## config.mk

```make
export PLATFORM = sky130hd
export DESIGN_NAME = pc_sequencer
export DESIGN_NICKNAME = d
export VERILOG_FILES = /design/src/rtl/pc_sequencer.sv
export SDC_FILE = /design/constraint.sdc
export NUM_CORES = 1
export LEC_CHECK = 0
export CAP_MARGIN = 5
export CORE_UTILIZATION = 40
export DETAILED_ROUTE_END_ITERATION = 10
export PLACE_DENSITY = 0.72
export SYNTH_ARGS = -nofsm -noshare
export SYNTH_HDL_FRONTEND = slang
export SYNTH_SLANG_ARGS = --single-unit
```

## constraint.sdc

```tcl
create_clock -name clk -period 1.4 [get_ports clk]
set_input_delay 0.28 -clock clk [delete_from_list [all_inputs] [get_ports clk]]
set_output_delay 0.28 -clock clk [all_outputs]
set_load 0.1 [all_outputs]
```

## src/rtl/pc_sequencer.sv

```systemverilog
// rtl/pc_sequencer.sv - program-counter sequencer for the Program1 core
//
// Owns the PC and sequences fetch: start, linear increment, taken branches
// through the branch-target LUT, stall and halt. Optional watchdog under the
// PC_SEQ_WDOG_EN macro.
//
// Ports:
//   clk          clock, all state updates on the rising edge
//   reset        synchronous active-high reset
//   start        begin program (honored in IDLE or DONE)
//   stall        freeze PC and counters this cycle
//   halt         current instruction is halt
//   branch_en    current instruction is a conditional branch
//   branch_cond  branch condition flag
//   branch_idx   LUT index field of current instruction
//   lut_index    to LUT, combinational copy of branch_idx
//   lut_target   LUT output (branch target PC)
//   pc           current PC
//   run          high in RUN
//   done         high in DONE
//   retired      saturating retired-instruction count
//   wdog_trip    watchdog ended the run (0 when PC_SEQ_WDOG_EN is undefined)
module pc_sequencer #(
    parameter int PC_W       = 7,
    parameter int IDX_W      = 6,
    parameter int START_PC   = 0,
    parameter int WDOG_LIMIT = 1023
) (
    input  logic             clk,
    input  logic             reset,
    input  logic             start,
    input  logic             stall,
    input  logic             halt,
    input  logic             branch_en,
    input  logic             branch_cond,
    input  logic [IDX_W-1:0] branch_idx,
    output logic [IDX_W-1:0] lut_index,
    input  logic [PC_W-1:0]  lut_target,
    output logic [PC_W-1:0]  pc,
    output logic             run,
    output logic             done,
    output logic [15:0]      retired,
    output logic             wdog_trip
);

    typedef enum logic [1:0] {S_IDLE, S_RUN, S_DONE} state_t;

    localparam logic [PC_W-1:0] W_START = PC_W'(START_PC);

    state_t          r_state, w_state_nxt;
    logic [PC_W-1:0] r_pc, w_pc_nxt;
    logic [15:0]     r_retired, w_retired_nxt;
    logic [15:0]     w_retired_inc;
    logic            w_wdog_hit;

    // Saturating increment: the count sticks at all-ones.
    assign w_retired_inc = (r_retired == 16'hFFFF) ? r_retired : r_retired + 16'd1;

`ifdef PC_SEQ_WDOG_EN
    localparam int WD_W = ($clog2(WDOG_LIMIT + 1) > 10) ? $clog2(WDOG_LIMIT + 1) : 10;

    // r_wdog_cnt holds the number of RUN cycles already completed in this run,
    // so the hit fires during the WDOG_LIMIT-th RUN cycle.
    logic [WD_W-1:0] r_wdog_cnt, w_wdog_cnt_nxt;
    logic            r_wdog_trip, w_wdog_trip_nxt;

    assign w_wdog_hit = (r_state == S_RUN) && (r_wdog_cnt >= WD_W'(WDOG_LIMIT - 1));
`else
    assign w_wdog_hit = 1'b0;
`endif

    // State register
    always_ff @(posedge clk) begin
        if (reset) begin
            r_state     <= S_IDLE;
            r_pc        <= W_START;
            r_retired   <= 16'd0;
`ifdef PC_SEQ_WDOG_EN
            r_wdog_cnt  <= '0;
            r_wdog_trip <= 1'b0;
`endif
        end else begin
            r_state     <= w_state_nxt;
            r_pc        <= w_pc_nxt;
            r_retired   <= w_retired_nxt;
`ifdef PC_SEQ_WDOG_EN
            r_wdog_cnt  <= w_wdog_cnt_nxt;
            r_wdog_trip <= w_wdog_trip_nxt;
`endif
        end
    end

    // Next-state logic
    always_comb begin
        w_state_nxt   = r_state;
        w_pc_nxt      = r_pc;
        w_retired_nxt = r_retired;
`ifdef PC_SEQ_WDOG_EN
        w_wdog_trip_nxt = r_wdog_trip;
`endif
        case (r_state)
            S_IDLE, S_DONE: begin
                if (start) begin
                    w_state_nxt   = S_RUN;
                    w_pc_nxt      = W_START;
                    w_retired_nxt = 16'd0;
`ifdef PC_SEQ_WDOG_EN
                    w_wdog_trip_nxt = 1'b0;
`endif
                end
            end
            S_RUN: begin
                // An unstalled halt in the watchdog cycle still counts as a
                // clean halt; any other watchdog cycle ends the run without
                // retiring anything.
                if (w_wdog_hit && !(halt && !stall)) begin
                    w_state_nxt = S_DONE;
`ifdef PC_SEQ_WDOG_EN
                    w_wdog_trip_nxt = 1'b1;
`endif
                end else if (stall) begin
                    w_state_nxt = S_RUN;
                end else if (halt) begin
                    w_state_nxt   = S_DONE;
                    w_retired_nxt = w_retired_inc;
                end else if (branch_en && branch_cond) begin
                    w_pc_nxt      = lut_target;
                    w_retired_nxt = w_retired_inc;
                end else begin
                    w_pc_nxt      = r_pc + PC_W'(1);
                    w_retired_nxt = w_retired_inc;
                end
            end
            default: w_state_nxt = S_IDLE;
        endcase
    end

`ifdef PC_SEQ_WDOG_EN
    // Cleared on entry to RUN, counts every RUN cycle including stalls.
    always_comb begin
        w_wdog_cnt_nxt = r_wdog_cnt;
        if (r_state != S_RUN && w_state_nxt == S_RUN) begin
            w_wdog_cnt_nxt = '0;
        end else if (r_state == S_RUN) begin
            w_wdog_cnt_nxt = r_wdog_cnt + WD_W'(1);
        end
    end
`endif

    // Outputs
    always_comb begin
        lut_index = branch_idx;
        pc        = r_pc;
        retired   = r_retired;
        run       = (r_state == S_RUN);
        done      = (r_state == S_DONE);
`ifdef PC_SEQ_WDOG_EN
        wdog_trip = r_wdog_trip;
`else
        wdog_trip = 1'b0;
`endif
    end

endmodule

```

==> run metrics, run 1 <==
outcome=complete, but fails checks; failing checks=setup timing; FF+latch count, synth=25; Final GP Congestion=about 0.89; DR pass1 iterations=4; area of the core=approximately 0.0037 mm²; crit-path max FO=7; Post-synth EDFFs=0; # diodes=0; CTS Hold Bufs=0; CP max stage delay=around 0.34 ns; Filler cells=between 200 and 250; grt total ovfl=0; Clock Pin Slew Worst Setup and Hold Paths=around 0.090 ns; async set-reset flop share out of synthesis=0%; antenna viol nets, final=0; H-tree depth=1; crit path kind=register to register; total track usage=24.0%; fmax=680 MHz; area added between synthesis and finish=81.8%; Yosys Warn Count=0; Setup WS pre-CTS=-0.375 ns; Layout Cells excl Fill=about 320; Die ar.=roughly 0.0042 mm²; Port Buf Inserts=38; largest net degree at the start of global routing=19; most instantiated cells after synthesis=33 x nand2_1, 25 x dfxtp_1, 15 x nor2_1, 12 x a21oi_1, 12 x nand3_1; Hold Crit Class=register to register; Area after DPL=approximately 0.0026 mm²; Cell Rows=22; clock tree buffer depth=2; first-pass GRT wire length=approximately 8000 µm; post-route minimum period=roughly 1.5 ns; Main synth FF type=dfxtp_1; Vias=roughly 1,800; Max Slew Vio Count=0; Initial Util=a little over two fifths; Clock Skew=0.00521 ns; Post-Synthesis Cells=196; peak supply drop=0.424 mV; Post-DP HPWL=approximately 3500 µm; Crit path required time=approximately 1.6 ns; Post-layout nets=between 200 and 300; WL per Instance=about 15 µm; vias in the first global route=about 1,600; final wirelength=~4900 µm; Iteration-0 DRC Markers=93; Leakage Power=~1.1 nW; crit share post-route=105%; final setup margin=-0.0697 ns; Root Buffer=clkbuf_8; WP data arrival=approximately 1.7 ns; Synth Area per Inst=~8.0 µm²; Skew-Pair Late Insertion Delay=~0.28 ns; post-synthesis cell area=~0.0016 mm²; Num CTS Buffers=3; CP max-delay cell=dfxtp_2; fin util=77.1%; clock sink count=25; Crit. End Element=register; cell total after placement=roughly 310; DIE WIDTH=approximately 65 µm; RSZ-0062 raised after global routing=yes; top-count cell post-synth=nand2_1; design area=between 0.002 and 0.003 mm²; synth unique cells=54; P per Cell Area=approximately 530 mW/mm²; Residual DRC=0; I/O pin cnt=52; Syn Nets=218; Worst Setup Start Kind=register; worst path cell trace=buf_6, nor4b_4, buf_4, nor2_4, a221oi_2, nor2_1; die height=~65 µm; area leader, netlist=dfxtp_1; top cells by area, synth=dfxtp_1 32%, nand2_1 7.9%, a21oi_1 3.8%, nand3_1 3.8%, a31oi_1 3.6%; Via density=between 5 and 6; initial antenna violation count=0; final count of negative-setup-slack endpoints=7; register area share after synthesis=31.7%; layout cells sized above 1=52.2%; top cell type's share of synthesized area=a little under a third; Max Cap Viol=0; final hold violations=0; CTS tree=done
[kinds of logic (layout without fill, tap and decap cells)]
kind of cell,after synthesis,after routing,share of synthesized area [%]
XOR/XNOR,1,1,0.556
AND/OR/NAND/NOR,99,99,35.3
flip-flops,25,25,31.7
adder cells (fa/ha/maj),2,2,1.59
multiplexers,2,2,1.27
buffers and inverters,15,93,6.91
other,1,1,0.238
AO/OA/AOI/OAI,51,51,22.4
[stage by stage]
stage | hold WS (ns) | total power [mW] | TNS [ns]
final | 0.501 | 1.53 | -0.260
after global placement | 0.486 | 1.04 | -6.17
after floorplan | 0.452 | 0.968 | -2.67
after global routing | 0.527 | 1.59 | -1.28
after detailed placement | 0.484 | 1.04 | -7.21
after CTS | 0.498 | 1.51 | -0.249
[area by class of cell]
cell class | count | area [µm²] | share of cell area, %
Multi-Input combinational cell | 156 | 1140 | 39.6
Tap cell | 48 | 60.1 | 2.10
Inverter | 3 | 23.8 | 0.829
Clock inverter | 1 | 7.51 | 0.262
Sequential cell | 25 | 587 | 20.5
Timing Repair Buffer | 86 | 1010 | 35.3
Clock buffer | 3 | 41.3 | 1.44
[what timing repair did]
action | CTS | global route
endpoints found under the setup margin | 21 | 24
setup buffers | 4 | 4
resized for setup | 13 | 26
pin swaps | 14 | 16
[where the power goes]
| group | total, mW | internal, mW | leakage [nW] | switching [mW] |
|---|---|---|---|---|
| combinational | 0.381 | 0.174 | 0.852 | 0.207 |
| sequential | 0.691 | 0.679 | 0.221 | 0.0119 |
| clock | 0.459 | 0.203 | 0.0217 | 0.256 |
| total | 1.53 | 1.06 | 1.09 | 0.475 |
[registers in the layout, summed over array words and instances (netlist names)]
register and cells:
retired 16, pc 7, r_state 2
[worst max-delay path, delay by kind of cell, from the launching register on]
| kind | cells | cell delay [ns] |
|---|---|---|
| and+or+nand+nor | 3 | 0.47 |
| DFF | 1 | 0.34 |
| buffers and inverters | 2 | 0.30 |
| AOI/OAI and AO/OA | 1 | 0.25 |
[layer usage]
layer  track usage [%]  part of all wire (%)  vias to the layer above
met5                 0                     0                        -
met1              32.1                    43                      855
met2              37.0                    51                       58
met4              12.5                   2.2                        0
li1                  -                     -                      874
met3              3.70                   4.0                        7
[cells in the final DEF (no fill, tap or decap), drive strengths merged, types with 2 or more instances in the layout]
master	count
nand2	34
dlygate4sd2	2
clkdlybuf4s50	11
ha	2
o311ai	3
nand3	13
a31oi	9
buf	73
nor3	4
and2	3
nor2	16
or3	5
and4	2
nand2b	3
mux2i	2
a21o	3
a21oi	14
and3	7
nand4	3
dfxtp	25
o21ai	8
o211ai	3
nor2b	3
nand3b	2
a22oi	3
clkbuf	3
inv	3
[final timing paths]
check / depth (start not counted) / to / slack, ns / startpoint
max: 6 / pc[6]$_SDFFE_PP0P_ / -0.07 / r_state[1]$_SDFFE_PP0P_
max reg2reg: 6 / pc[6]$_SDFFE_PP0P_ / -0.07 / r_state[1]$_SDFFE_PP0P_
min reg2reg: 2 / retired[3]$_SDFFE_PP0P_ / 0.50 / retired[3]$_SDFFE_PP0P_
min: 2 / retired[3]$_SDFFE_PP0P_ / 0.50 / retired[3]$_SDFFE_PP0P_
(Power assumes the default switching activity.)
==> run 2: changes to the inputs <==
Settings changed: ABC_AREA from default to 1, MAX_ROUTING_LAYER from default to met4.
==> run metrics, run 2 <==
die height=64.0 µm (-1.2%); slack of the worst reg-to-reg path=-0.13 ns (-0.06 ns); WHS Path Cells=2 (unchanged); Clock Pin Slew Worst Setup and Hold Paths=0.09 ns (about the same); Iteration-0 DRC Markers=69 (-26%); Hold Crit Class=register to register; vias in the first global route=1,700 (+3.3%); Final GP Congestion=0.829 (-6.4%); Worst Setup Start Kind=register; Met1 Routed Length=1890 µm (-9.8%); initial antenna violation count=0 (unchanged); top cells by area, synth=dfxtp_1 33%, nand2_1 16%, nor2_1 7.1%, inv_1 5.6%, a21oi_1 4.9%; DR WL met3=162 µm (-17%); max layer used=met4; Reg area=567 µm² (-3.4%); CTS tree=done; Die ar.=0.00410 mm² (-2.3%); crit path kind=register to register; FF-to-FF End=retired[2]$_SDFFE_PP0P_; Crit. End Element=register; Main synth FF type=dfxtp_1; Synth Area per Inst=6.58 µm² (-18%); Root Buffer=clkbuf_8; DR pass1 iterations=4 (unchanged); final hold violations=0 (unchanged); Post-layout nets=330 (+11%); Post-Synthesis Cells=234 (+19%); Post-DP HPWL=3320 µm (-4.9%); Port Buf Inserts=38 (unchanged); Cell Rows=22 (unchanged); Clock Skew=0.00591 ns (+0.000699 ns); largest family of logic cells by synthesized area=simple AND/OR/NAND/NOR gates; top-count cell post-synth=nand2_1; Leakage Power=1.18 nW (+7.5%); worst hold endpoint=pc[6]$_SDFFE_PP0P_; synth unique cells=27 (-50%); final wirelength=4550 µm (-6.6%); most instantiated cells after synthesis=64 x nand2_1, 29 x nor2_1, 25 x dfxtp_1, 23 x inv_1; H-tree depth=1 (unchanged); Synth Area in Compound Gates=14.6% (-7.8 points); Yosys Warn Count=0 (unchanged); Vias=1,744 (-2.8%); Synth Area in Simple Gates=35.0% (-0.36 points); Crit path required time=1.60 ns (+0.02 ns); CTS Hold Bufs=0 (unchanged); RSZ-0062 raised after global routing=yes; async set-reset flop share out of synthesis=0% (unchanged); Syn Nets=256 (+17%); post-route minimum period=1.53 ns (+0.0591 ns); Initial Util=41.7% (-0.70 points); fmax=654 MHz (-3.9%); antenna viol nets, final=0 (unchanged); post-synthesis cell area=0.00154 mm² (-2.4%); clock sink count=25 (unchanged); FF-to-FF Start=retired[1]$_SDFFE_PP0P_; Skew-Pair Late Insertion Delay=0.27 ns (about the same); outcome=complete, but fails checks; register area share after synthesis=32.5% (+0.77 points); Via density=4.91 (-12%); failing checks=setup timing; total track usage=23.5% (-0.53 points); max FFs per register=16 (unchanged); setup TNS=-1.11 ns (-0.851 ns); Crit. Startpoint=retired[1]$_SDFFE_PP0P_; Residual DRC=0 (unchanged); WL per Instance=12.8 µm (-15%); Filler cells=270 (+18%); DIE WIDTH=64.0 µm (-1.2%); clock tree buffer depth=2 (unchanged); largest net degree at the start of global routing=14 (-5); area of the core=0.00369 mm² (-0.74%); top cell type's share of synthesized area=32.5% (+0.77 points); Max Slew Vio Count=0 (unchanged); P per Cell Area=600 mW/mm² (+12%); WP data arrival=1.73 ns (+0.08 ns); Adder-Cell Fraction of Synth Area=1.63% (+0.039 points); crit-path max FO=6 (-1); Num CTS Buffers=3 (unchanged); peak supply drop=0.346 mV (-18%); final count of negative-setup-slack endpoints=16 (+9); area leader, netlist=dfxtp_1; met2 routed WL=2390 µm (-3.6%); layout cells sized above 1=43.6% (-8.5 points); first-pass GRT wire length=7330 µm (-6.1%); most common cell after layout, fill and taps aside=nand2_1; Max Cap Viol=0 (unchanged); FF+latch count, synth=25 (unchanged); grt total ovfl=0 (unchanged); # diodes=0 (unchanged); Multi-input gate area=0.00102 mm² (-10%); mux cell area share after synthesis=0% (-1.3 points); crit share post-route=109% (+4.2 points); I/O pin cnt=52 (unchanged); fin util=74.9% (-2.2 points); commonest cells after routing, fill and taps aside=57 x nand2_1, 38 x buf_4, 26 x nor2_1, 26 x buf_12, 21 x inv_1; worst hold start=pc[6]$_SDFFE_PP0P_; Register-to-Register Path Depth=10 (+4); post-synthesis xor/xnor area fraction=5.12% (+4.6 points); Post-synth EDFFs=0 (unchanged); area added between synthesis and finish=79.5%; final setup margin=-0.129 ns (-0.0591 ns)
==> run 2: cell types whose count changed after synthesis, sizes merged, moves of 4 or more <==
cell | previous run | this run
nand2 | 34 | 70
and3 | 7 | 0
nor3 | 4 | 0
xor2 | 1 | 7
a21oi | 14 | 18
or3 | 5 | 0
o21ai | 8 | 16
nor2 | 16 | 34
inv | 3 | 23
a31oi | 9 | 1
==> run 2: layout make-up <==
cell class,count,area share (%)
multi-input combinational,175,37.0
timing repair buffer,79,35.2
sequential,25,20.5
inverter,24,3.53
tap,48,2.17
clock buffer,4,1.63
==> run 2: cell families (layout without fill, tap and decap cells) <==
logic type / Yosys count / count (layout)
AND/OR/NAND/NOR: 123 / 123
AO/OA/AOI/OAI: 40 / 40
buffers and inverters: 34 / 107
flip-flops: 25 / 25
XOR/XNOR: 9 / 9
adder cells (fa/ha/maj): 2 / 2
other: 1 / 1
==> run 2: metal layers <==
| metal | GRT usage (%) | vias to the layer above |
|---|---|---|
| li1 | - | 886 |
| met3 | 2.14 | 12 |
| met2 | 42.7 | 47 |
| met5 | - | - |
| met1 | 25.4 | 799 |
| met4 | 11.6 | 0 |
==> run 2: worst max-delay path by stage <==
stage	endpoint	slack, ns	cells after the start
after floorplan	retired[12]$_SDFFE_PP0P_	-0.28	10
after global placement	retired[15]$_SDFFE_PP0P_	-0.24	9
after detailed placement	pc[3]$_SDFFE_PP0P_	-0.32	7
after CTS	retired[0]$_SDFFE_PP0P_	-0.05	10
after global routing	retired[2]$_SDFFE_PP0P_	-0.20	10
final	retired[2]$_SDFFE_PP0P_	-0.13	10
==> run 2: per-stage QoR <==
step,cell area (µm²),cells,total power [mW],setup slack [ns],hold slack (ns)
after floorplan,1650,234,1.04,-0.281,0.339
after global placement,2530,344,1.14,-0.237,0.483
after detailed placement,2530,344,1.14,-0.318,0.482
after CTS,2630,351,1.60,-0.0504,0.496
after global routing,2760,355,1.72,-0.203,0.514
final,2760,355,1.66,-0.129,0.496
==> run 2: report_power, final <==
part / leakage (nW) / switching (mW) / internal [mW] / total, mW
Clock: 0.0228 / 0.241 / 0.204 / 0.445
Sequential: 0.218 / 0.0126 / 0.698 / 0.711
Combinational: 0.935 / 0.288 / 0.215 / 0.503
Total: 1.18 / 0.542 / 1.12 / 1.66
==> run 2: worst max-delay path, stage by stage, from the launching register on <==
cell,delay (ns)
dfxtp_4,0.36
ha_4,0.14
nand2_4,0.05
nor2_4,0.14
nand2_2,0.09
nor2_4,0.15
nand2_4,0.09
nand2_8,0.10
clkbuf_16,0.14
nand2_1,0.06
a21oi_2,0.13
==> run 2: timing repair <==
| item | in CTS | in global routing |
|---|---|---|
| pin swaps | 2 | 10 |
| buffers inserted | 3 | 3 |
| gates cloned | 0 | 1 |
| setup endpoints to repair | 19 | 20 |
| resized for setup | 10 | 26 |
==> run 3: changes to the inputs <==
Settings changed: CTS_BUF_LIST from default to sky130_fd_sc_hd__clkbuf_4 sky130_fd_sc_hd__clkbuf_8, PLACE_DENSITY 0.72 to 0.7.
Clock period 1.4 ns to 1.45 ns, I/O delays scaled along.
==> run metrics, run 3 (synthesis results as in run 2) <==
failing checks=setup timing; final count of negative-setup-slack endpoints=14 (-2); sw frac=32.5% (-0.17 points); post-route minimum period=1.51 ns (-0.0169 ns); Post-DP HPWL=3250 µm (-2.1%); Iteration-0 DRC Markers=67 (-2.9%); die height=64.0 µm (unchanged); Post-layout nets=337 (+2.1%); Root Buffer=clkbuf_8; Via density=4.93 (+0.37%); H-tree depth=1 (unchanged); Clock Pin Slew Worst Setup and Hold Paths=0.09 ns (about the same); # diodes=0 (unchanged); I/O pin cnt=52 (unchanged); vias in the first global route=1,702 (+0.12%); final wirelength=4850 µm (+6.7%); Residual DRC=0 (unchanged); grt total ovfl=0 (unchanged); Worst Setup Start Kind=register; most common cell after layout, fill and taps aside=nand2_1; Port Buf Inserts=38 (unchanged); Max Slew Vio Count=0 (unchanged); crit-path max FO=6 (unchanged); Comb power frac=29.2% (-1.1 points); Vias=1,785 (+2.4%); Seq pwr share=43.0% (+0.2 points); area added between synthesis and finish=82.0%; Net Switching=0.519 mW (-4.2%); final hold violations=0 (unchanged); DIE WIDTH=64.0 µm (unchanged); antenna viol nets, final=0 (unchanged); CTS tree=done; initial antenna violation count=0 (unchanged); Filler cells=257 (-4.8%); DR pass1 iterations=4 (unchanged); WL per Instance=13.4 µm (+4.6%); Max Cap Viol=0 (unchanged); Multi-input gate area=0.00103 mm² (+0.74%); clock sink count=25 (unchanged); RSZ-0062 raised after global routing=yes; peak supply drop=0.383 mV (+11%); layout cells sized above 1=46.5% (+2.8 points); largest net degree at the start of global routing=14 (unchanged); Reg area=564 µm² (-0.44%); clock tree buffer depth=2 (unchanged); Setup WS pre-CTS=-0.314 ns (+0.00306 ns); outcome=complete, but fails checks; Final GP Congestion=0.840 (+1.3%); P per Cell Area=570 mW/mm² (-5.0%); setup TNS=-0.369 ns (+0.742 ns); Cell Rows=22 (unchanged); Num CTS Buffers=3 (unchanged); Hold Crit Class=register to register; worst hold slack=0.500 ns (+0.00439 ns); crit path kind=register to register; Crit. End Element=register; Crit path required time=1.65 ns (+0.05 ns); final setup margin=-0.0619 ns (+0.0669 ns); clock power share=27.8% (+1.0 points); Leakage Power=1.19 nW (+0.80%); WP data arrival=1.71 ns (-0.02 ns); area of the core=0.00369 mm² (unchanged); fmax=661 MHz (+1.1%); Die ar.=0.00410 mm² (unchanged); max FFs per register=16 (unchanged); Initial Util=41.7% (unchanged); commonest cells after routing, fill and taps aside=56 x nand2_1, 44 x buf_4, 25 x buf_12; total track usage=24.1% (+0.53 points); Clock Skew=0.00413 ns (-0.00178 ns); first-pass GRT wire length=7480 µm (+2.0%); internal power=1.08 mW (-3.5%); Skew-Pair Late Insertion Delay=0.27 ns (about the same); crit share post-route=104% (-4.9 points)
==> run 3: timing repair <==
action | CTS | global route
endpoints found under the setup margin | 16 | 24
gates cloned | 1 | 0
hold buffers | 0 | 0
pin swaps | 10 | 17
buffers inserted | 6 | 5
endpoints found under the hold margin | 0 | 0
gates resized for setup | 11 | 27
==> run 3: path summary, 6_finish.rpt <==
path                                                 end                     start  slack, ns  cells after the start
worst max-delay path             retired[4]$_SDFFE_PP0P_   retired[0]$_SDFFE_PP0P_      -0.06                     10
worst min-delay path            retired[15]$_SDFFE_PP0P_  retired[15]$_SDFFE_PP0P_       0.50                      2
worst max register to register   retired[4]$_SDFFE_PP0P_   retired[0]$_SDFFE_PP0P_      -0.06                     10
worst min register to register  retired[15]$_SDFFE_PP0P_  retired[15]$_SDFFE_PP0P_       0.50                      2
==> run 3: area by class of cell <==
type | count | share of cell area, %
clock buffers | 4 | 1.74
inverters | 24 | 3.66
multi-input cells | 176 | 36.7
flip-flops and latches | 25 | 20.1
well taps | 48 | 2.14
repair buffers | 85 | 35.6
==> run 3: critical path: stages, from the launching register on <==
cell and delay (ns):
dfxtp_4 0.37, ha_4 0.14, nand2_4 0.05, nor2_4 0.13
nand2_2 0.10, nor2_4 0.11, nand2_2 0.08, nand2_4 0.11
buf_6 0.14, o21ai_1 0.06, a21oi_1 0.14
==> run 3: through the flow <==
| stage | cell area [µm²] | instances | power, mW | util (%) |
|---|---|---|---|---|
| global placement | 2530 | 346 | 1.09 | 68.7 |
| global route | 2800 | 362 | 1.67 | 75.9 |
| finish | 2800 | 362 | 1.60 | 75.9 |
| detailed placement | 2530 | 346 | 1.09 | 68.7 |
| floorplan | 1650 | 234 | 1.01 | - |
| CTS | 2670 | 357 | 1.55 | 72.4 |
==> run 3: per-layer routing <==
metal / routed length (µm) / global-route usage, % / up-vias
met2: 2580 / 44.7 / 52
li1: - / - / 905
met1: 2020 / 25.7 / 821
met4: 64 / 9.38 / 0
met5: 0 / - / -
met3: 190 / 2.86 / 7
==> run 3: power groups by stage <==
stage               Combinational (mW)  Clock [mW]  Sequential (mW)
floorplan                        0.276           0            0.733
global placement                 0.389           0            0.700
detailed placement               0.392           0            0.700
CTS                              0.420       0.451            0.684
global route                     0.493       0.487            0.689
finish                           0.466       0.444            0.687
